**src/rtl/xc_aes_pkg.sv**
```systemverilog
// Shared AES constants and GF(2^8) helpers for the crypto instruction units.
// The MixColumns unit reuses AesPoly for its xtime reduction.
package xc_aes_pkg;

    localparam logic [7:0] AesPoly     = 8'h1b;
    localparam logic [7:0] AffFwdConst = 8'h63;
    localparam logic [7:0] AffInvConst = 8'h05;

    // Rotation offsets of the forward and inverse affine transforms.
    localparam int unsigned AffFwdRot0 = 1;
    localparam int unsigned AffFwdRot1 = 2;
    localparam int unsigned AffFwdRot2 = 3;
    localparam int unsigned AffFwdRot3 = 4;
    localparam int unsigned AffInvRot0 = 1;
    localparam int unsigned AffInvRot1 = 3;
    localparam int unsigned AffInvRot2 = 6;

    // Byte-serial S-box state: which operand byte feeds the shared S-box.
    typedef enum logic [1:0] {
        StC0,
        StC1,
        StC2,
        StC3
    } aessub_fsm_e;

    function automatic logic [7:0] rotl8(input logic [7:0] b, input int unsigned n);
        logic [15:0] t;
        t = {b, b} << n;
        return t[15:8];
    endfunction

    function automatic logic [7:0] xtime(input logic [7:0] a);
        return {a[6:0], 1'b0} ^ (a[7] ? AesPoly : 8'h00);
    endfunction

    function automatic logic [7:0] gf_mul(input logic [7:0] a, input logic [7:0] b);
        logic [7:0] acc;
        logic [7:0] p;
        acc = 8'h00;
        p   = a;
        for (int i = 0; i < 8; i++) begin
            if (b[i]) begin
                acc = acc ^ p;
            end
            p = xtime(p);
        end
        return acc;
    endfunction

    // a^254 by square-and-multiply; maps 0 to 0 without a special case.
    function automatic logic [7:0] gf_inv(input logic [7:0] a);
        logic [7:0] sq;
        logic [7:0] acc;
        sq  = a;
        acc = 8'h01;
        for (int i = 0; i < 7; i++) begin
            sq  = gf_mul(sq, sq);
            acc = gf_mul(acc, sq);
        end
        return acc;
    endfunction

    function automatic logic [7:0] aff_fwd(input logic [7:0] x);
        return x ^ rotl8(x, AffFwdRot0) ^ rotl8(x, AffFwdRot1) ^ rotl8(x, AffFwdRot2)
                 ^ rotl8(x, AffFwdRot3) ^ AffFwdConst;
    endfunction

    function automatic logic [7:0] aff_inv(input logic [7:0] s);
        return rotl8(s, AffInvRot0) ^ rotl8(s, AffInvRot1) ^ rotl8(s, AffInvRot2) ^ AffInvConst;
    endfunction

endpackage

```
**src/rtl/xc_aessub_sbox.sv**
```systemverilog
// Single-byte combinational AES S-box / inverse S-box built from affine maps
// around a GF(2^8) inversion, so no lookup table is needed.
module xc_aessub_sbox (
    input  logic [7:0] in,
    input  logic       inv,
    output logic [7:0] out
);
    import xc_aes_pkg::*;

    logic [7:0] gf_in;
    logic [7:0] gf_out;

    always_comb begin
        gf_in  = inv ? aff_inv(in) : in;
        gf_out = gf_inv(gf_in);
        out    = inv ? gf_out : aff_fwd(gf_out);
    end

endmodule

```
**src/rtl/xc_aessub.sv**
```systemverilog
// AES SubBytes / InvSubBytes instruction unit feeding MixColumns.
// FAST=1: four S-boxes, single cycle. FAST=0: one shared S-box, byte-serial over 4 cycles.
module xc_aessub #(
    parameter bit FAST = 1'b1
) (
    input  logic        clock,
    input  logic        reset,
    input  logic        flush,
    input  logic        valid,
    input  logic [31:0] rs1,
    input  logic [31:0] rs2,
    input  logic        enc,
    output logic        ready,
    output logic [31:0] result
);
    import xc_aes_pkg::*;

    logic [7:0] byte_in [4];
    logic       unused_ops;

    // Gate operands with valid so idle cycles do not toggle the S-box logic.
    assign byte_in[0] = rs1[7:0]   & {8{valid}};
    assign byte_in[1] = rs1[15:8]  & {8{valid}};
    assign byte_in[2] = rs2[23:16] & {8{valid}};
    assign byte_in[3] = rs2[31:24] & {8{valid}};

    assign unused_ops = ^{rs1[31:16], rs2[15:0]};

    if (FAST) begin : g_fast
        logic [7:0] sbox_out [4];
        logic       unused_seq;

        for (genvar i = 0; i < 4; i++) begin : g_sbox
            xc_aessub_sbox u_sbox (
                .in  (byte_in[i]),
                .inv (~enc),
                .out (sbox_out[i])
            );
        end

        assign unused_seq = ^{clock, reset, flush};
        assign ready      = valid;
        assign result     = {sbox_out[3], sbox_out[2], sbox_out[1], sbox_out[0]} & {32{valid}};
    end else begin : g_serial
        aessub_fsm_e fsm_q, fsm_d;
        logic [7:0]  r0_q, r0_d;
        logic [7:0]  r1_q, r1_d;
        logic [7:0]  r2_q, r2_d;
        logic [7:0]  sbox_in;
        logic [7:0]  sbox_out;

        assign sbox_in = byte_in[fsm_q];

        xc_aessub_sbox u_sbox (
            .in  (sbox_in),
            .inv (~enc),
            .out (sbox_out)
        );

        // The last byte comes straight from the S-box, so ready lands in C3.
        assign ready  = (fsm_q == StC3) && valid;
        assign result = {sbox_out, r2_q, r1_q, r0_q} & {32{ready}};

        always_comb begin
            fsm_d = fsm_q;
            r0_d  = r0_q;
            r1_d  = r1_q;
            r2_d  = r2_q;

            if (flush) begin
                fsm_d = StC0;
            end else if (valid && !ready) begin
                case (fsm_q)
                    StC0:    fsm_d = StC1;
                    StC1:    fsm_d = StC2;
                    StC2:    fsm_d = StC3;
                    default: fsm_d = StC3;
                endcase
            end

            if (valid) begin
                case (fsm_q)
                    StC0:    r0_d = sbox_out;
                    StC1:    r1_d = sbox_out;
                    StC2:    r2_d = sbox_out;
                    default: ;
                endcase
            end
        end

        always_ff @(posedge clock) begin
            if (reset) begin
                fsm_q <= StC0;
                r0_q  <= 8'h00;
                r1_q  <= 8'h00;
                r2_q  <= 8'h00;
            end else begin
                fsm_q <= fsm_d;
                r0_q  <= r0_d;
                r1_q  <= r1_d;
                r2_q  <= r2_d;
            end
        end
    end

endmodule

```
**config.mk**
```make
export PLATFORM = sky130hd
export DESIGN_NAME = xc_aessub
export DESIGN_NICKNAME = d
export VERILOG_FILES = /design/src/rtl/xc_aes_pkg.sv /design/src/rtl/xc_aessub_sbox.sv /design/src/rtl/xc_aessub.sv
export SDC_FILE = /design/constraint.sdc
export NUM_CORES = 2
export LEC_CHECK = 0
export CORE_MARGIN = 2
export CORE_UTILIZATION = 30
export DETAILED_ROUTE_END_ITERATION = 8
export GPL_TIMING_DRIVEN = 0
export SYNTH_ARGS = -nofsm -noshare
export SYNTH_HDL_FRONTEND = slang
export SYNTH_HIERARCHICAL = 1
export SYNTH_SLANG_ARGS = --single-unit
```
**constraint.sdc**
```tcl
create_clock -name vclk -period 28.6
set_input_delay 2.86 -clock vclk [all_inputs]
set_output_delay 2.86 -clock vclk [all_outputs]
set_load 0.05 [all_outputs]
```
Word level (Yosys, flattened, before mapping):

Index checks and enable logic that the tools add are counted.

* flip-flop bits (word level): 0
* bits of input ports: 69

* muxes and demuxes: 820
* bitwise gates (word level): 793

Operators with widths (number)
* $xor 8x8->8: 752
* $mux 8: 428
* $mux 5: 368
* $and 32x32->32: 1
* $and 8x8->8: 4
* $mux 7: 4
* $not 1->1 const A: 28
* $mux 6: 4
* $mux 4: 4
* $not 4->4: 4
* $mux 3: 4
* $mux 2: 4
* $not 2->2: 4
* $mux 1: 4

Logic depth before layout (Yosys ltp):

* depth after elaboration: 139
* depth in mapped cells: 75
* gate-level depth less buffers: 62

By module:

The synthesis kept the hierarchy.

By module, submodules not included
* xc_aessub_sbox: instances 4, cells an instance 2125, area each 16313.1 sq um, sequential area each 0.0 sq um
* xc_aessub: instances 1, cells an instance 72, area each 521.8 sq um, sequential area each 0.0 sq um

Least setup slack after synthesis:

OpenSTA, ideal clock, no wires.

* path type: input to output
* from: input port valid
* to: output port result[14]
* data arrival time: 19668 ps
* data required time: 25740 ps
* path slack: 6072 ps
* stages on the path: 71
* cells stage by stage: clkbuf_2 and2_2 buf_4 xor3_1 a21oi_4 inv_2 buf_6 ha_1 or4b_1 mux2i_1 a311oi_1 xnor2_1 xnor2_2 inv_1 clkbuf_1 clkbuf_1 ha_1 clkbuf_1 (+35 left out) xor2_1 mux2i_1 a22oi_1 xnor3_2 xnor2_4 xnor2_4 xnor3_2 xnor2_2 xnor2_1 nor2_1 mux2i_1 xnor3_1 xnor2_1 xnor2_2 xnor3_1 nor2_1 xnor2_1 and2_2

RTL lines
* start: declaration: RTL line xc_aessub.sv:9 `input logic valid,`
* end: declaration: RTL line xc_aessub.sv:14 `output logic [31:0] result`

==> report_table.html <==
<table>
<tr><th>Metric</th><th>Value</th></tr>
<tr><th colspan="2">Critical path</th></tr>
<tr><td>Highest fanout seen on the critical path</td><td>11</td></tr>
<tr><td>Worst stage delay on the critical path</td><td>0.79 ns</td></tr>
<tr><td>Category of the worst setup path capture point</td><td>primary output</td></tr>
<tr><td>Cell at the slowest stage of the critical path</td><td>clkdlybuf4s50_1</td></tr>
<tr><td>Critical path class</td><td>in -&gt; out</td></tr>
<tr><td>CP required</td><td>25.74 ns</td></tr>
<tr><td>Most Frequent Cell on Critical Path</td><td>xnor2_1</td></tr>
<tr><td>Worst EP arrival</td><td>24.54 ns</td></tr>
<tr><td>CP Launch Type</td><td>input pin</td></tr>
<tr><th colspan="2">Synthesis</th></tr>
<tr><td>Count of warnings emitted by yosys</td><td>6</td></tr>
<tr><td>Post-synthesis instance total</td><td>8,572</td></tr>
<tr><td>Synthesized Nets</td><td>8,669</td></tr>
<tr><td>Combined area of all synthesized cells</td><td>65,770 sq um</td></tr>
<tr><td>Synthesized area per cell</td><td>7.673 sq um</td></tr>
<tr><td>Share of synthesized area occupied by flip-flops and latches</td><td>0%</td></tr>
<tr><td>Unique masters post-synth</td><td>113</td></tr>
<tr><th colspan="2">Finish</th></tr>
<tr><td>Final standard cell area without fillers</td><td>70,130 sq um</td></tr>
<tr><td>Proportion of layout cells with a drive suffix above 1</td><td>9.943%</td></tr>
<tr><td>Share of the core filled with cells</td><td>32.23%</td></tr>
<tr><td>Sequential cell area in the final layout</td><td>0 sq um</td></tr>
<tr><td>Clock buf count</td><td>0</td></tr>
<tr><td>Area growth, synth to finish</td><td>6.618%</td></tr>
<tr><td>Nets</td><td>8,738</td></tr>
<tr><td>Post-route insts no fill</td><td>11,500</td></tr>
<tr><td>Sequential cell count</td><td>0</td></tr>
<tr><th colspan="2">Global route</th></tr>
<tr><td>First-pass GRT wire length</td><td>340,200 microns</td></tr>
<tr><td>Via count of the first global-routing pass</td><td>61,230</td></tr>
<tr><td>Gr usage total</td><td>18.04%</td></tr>
<tr><td>Pin count of the biggest net entering global routing</td><td>13</td></tr>
<tr><td>GRT overflow</td><td>0</td></tr>
<tr><td>Number of antenna violations at the first check in global routing</td><td>8</td></tr>
<tr><th colspan="2">Detailed routing</th></tr>
<tr><td>Detail-routed net length per standard cell</td><td>18.53 microns</td></tr>
<tr><td>ANT nets after route</td><td>0</td></tr>
<tr><td>Post-Route WL</td><td>213,100 microns</td></tr>
<tr><td>DR pass1 iterations</td><td>7</td></tr>
<tr><td>1st-iter DRT viols</td><td>6,555</td></tr>
<tr><td>Detailed-route DRC error count</td><td>0</td></tr>
<tr><td>Count of vias placed by the detailed router</td><td>64,310</td></tr>
<tr><td>DR vias/cell</td><td>5.591</td></tr>
<tr><th colspan="2">Floorplanning</th></tr>
<tr><td>Floorplan die area</td><td>223,000 sq um</td></tr>
<tr><td>Height of the die</td><td>472.2 microns</td></tr>
<tr><td>Number of standard-cell rows in the floorplan</td><td>171</td></tr>
<tr><td>Area of the core</td><td>217,600 sq um</td></tr>
<tr><td>Initial Utilization</td><td>30.23%</td></tr>
<tr><td>IO Count</td><td>102</td></tr>
<tr><td>Die width</td><td>472.2 microns</td></tr>
<tr><th colspan="2">Flow run</th></tr>
<tr><td># Max-Cap Violations</td><td>0</td></tr>
<tr><th colspan="2">Min path</th></tr>
<tr><td>Cell depth of the worst hold path</td><td>3</td></tr>
<tr><td>Endpoint with the worst hold slack</td><td>ready</td></tr>
<tr><td>Type of the tightest min-delay check</td><td>in -&gt; out</td></tr>
<tr><td>Hold path startpoint</td><td>valid</td></tr>
<tr><th colspan="2">Timing</th></tr>
<tr><td>Fmax achieved</td><td>36.50 MHz</td></tr>
<tr><td>Hold violation count in the final report</td><td>0</td></tr>
<tr><td>Final critical-path required period</td><td>27.40 ns</td></tr>
<tr><td>Period Utilization, post-route</td><td>95.80%</td></tr>
<tr><td>Remaining max-slew budget at the tightest pin</td><td>12.99%</td></tr>
<tr><td>Worst Hold Margin</td><td>7.005 ns</td></tr>
<tr><td>Transition time at the pin with the least slew margin</td><td>1.296 ns</td></tr>
<tr><td>Final count of pins violating max slew</td><td>0</td></tr>
<tr><td>Unrepaired setup endpoints after global routing</td><td>no</td></tr>
<tr><td>Setup violation total in the final timing report</td><td>0</td></tr>
<tr><th colspan="2">Placement</th></tr>
<tr><td>Count of port buffers added during placement</td><td>67</td></tr>
<tr><td>Final GP Congestion</td><td>0.9471</td></tr>
<tr><td>HPWL Detailed</td><td>164,800 microns</td></tr>
<tr><td>Inst Count DP</td><td>11,490</td></tr>
<tr><td>Post-DP Area</td><td>70,020 sq um</td></tr>
<tr><th colspan="2">Clock tree</th></tr>
<tr><td>Quantity of hold-fixing buffers added after cts</td><td>0</td></tr>
<tr><th colspan="2">Status</th></tr>
<tr><td>Result of the run</td><td>complete, no violations</td></tr>
</table>
## logic make-up after synthesis
family | count (synthesis) | synth area share, %
simple gates | 3124 | 21.91
xor+xnor | 2508 | 46.73
compound gates | 1824 | 19.59
buf+inv | 696 | 4.758
mux | 392 | 6.483
fa+ha+maj | 28 | 0.5326
## final cells by class
cell class | count | area (sq um)
Timing Repair Buffer | 67 | 665.6
Buffer | 607 | 2796
Fill cell | 22910 | 147500
Multi-Input combinational cell | 7876 | 62730
Tap cell | 2854 | 3571
Antenna cell | 9 | 22.52
Inverter | 89 | 337.8
## what timing repair did
action,4_1_cts,5_1_grt
setup endpoints to repair,9,32
setup buffers,0,0
pin swaps,0,0
resized for setup,2,19
gates cloned,0,0
## routing by layer
layer	global-route usage (%)	part of all wire, %	vias to the layer above
li1	-	-	30370
met1	24.72	44	31070
met2	30.44	47	2532
met3	0.6909	5.5	340
met4	5.688	3.0	0
met5	0	0	-
## through the flow
step	TNS (ns)	worst slack [ns]
floorplan	0	6.072
global placement	0	0.08890
detailed placement	-0.5715	-0.1988
CTS	0	0.01240
global route	0	0.01708
finish	0	1.200
## critical path: cells and delay by family
| kind | cells | cell delay [ns] |
|---|---|---|
| xor+xnor | 31 | 10.68 |
| buf+inv | 15 | 4.48 |
| simple gates | 9 | 1.71 |
| compound gates | 9 | 2.62 |
| fa+ha+maj | 4 | 1.41 |
| mux | 4 | 0.69 |
## cells in the mapped netlist (32+ instances only)
cell type / number / area, sq um
xnor2_1: 1332 / 11670
nor2_1: 1132 / 4249
nand2_1: 884 / 3318
xor2_1: 488 / 4274
a21oi_1: 440 / 2202
clkbuf_1: 352 / 1321
xnor3_1: 300 / 6756
mux2i_1: 272 / 2723
nor3_1: 236 / 1181
o21ai_0: 212 / 1061
nand3_1: 184 / 920.9
xnor2_2: 156 / 2537
buf_2: 152 / 760.7
o22ai_1: 120 / 750.7
and2_1: 108 / 675.7
xor3_1: 100 / 2377
a31oi_1: 88 / 550.5
nand2b_1: 84 / 525.5
a211oi_1: 80 / 600.6
o31ai_1: 80 / 600.6
a22oi_1: 76 / 570.6
inv_1: 73 / 274.0
mux2_2: 72 / 810.8
o211ai_1: 68 / 510.5
and2_2: 64 / 480.5
nor4_1: 64 / 400.4
and3_1: 56 / 350.3
xnor2_4: 56 / 1541
buf_4: 53 / 397.9
or3_1: 52 / 325.3
o21ai_1: 48 / 240.2
nor2b_1: 44 / 275.3
o221ai_1: 44 / 385.4
a221oi_1: 40 / 350.3
o32ai_1: 36 / 315.3
or4_1: 36 / 270.3
xor2_2: 36 / 585.6
a211o_1: 32 / 280.3
nand4_1: 32 / 200.2
## how the worst max path moves through the flow
stage / from / to / slack [ns] / depth (start not counted)
after floorplan: valid / result[14] / 6.07 / 71
after global placement: valid / result[6] / 0.09 / 73
after detailed placement: valid / result[6] / -0.20 / 73
after CTS: valid / result[6] / 0.01 / 73
after global routing: valid / result[30] / 0.02 / 72
final: valid / result[6] / 1.20 / 72
## cells in the final DEF, fill, tap and decap left out, types with 52 or more instances in the layout
cell             instances
o31ai_1                 76
xor2_1                 483
xnor2_4                 56
nand2b_1                84
nor3_1                 236
o21ai_0                212
buf_4                   53
or3_1                   52
inv_1                   72
and2_2                  64
nand2_1                884
xor3_1                 100
and3_1                  56
xnor2_2                159
and2_1                 108
clkdlybuf4s50_1         66
nand3_1                184
mux2i_1                272
a31oi_1                 88
xnor3_1                300
xnor2_1               1329
a22oi_1                 76
clkbuf_1               351
a21oi_1                440
nor2_1                1132
o22ai_1                120
buf_2                  152
a211oi_1                80
o211ai_1                68
mux2_2                  72
nor4_1                  64
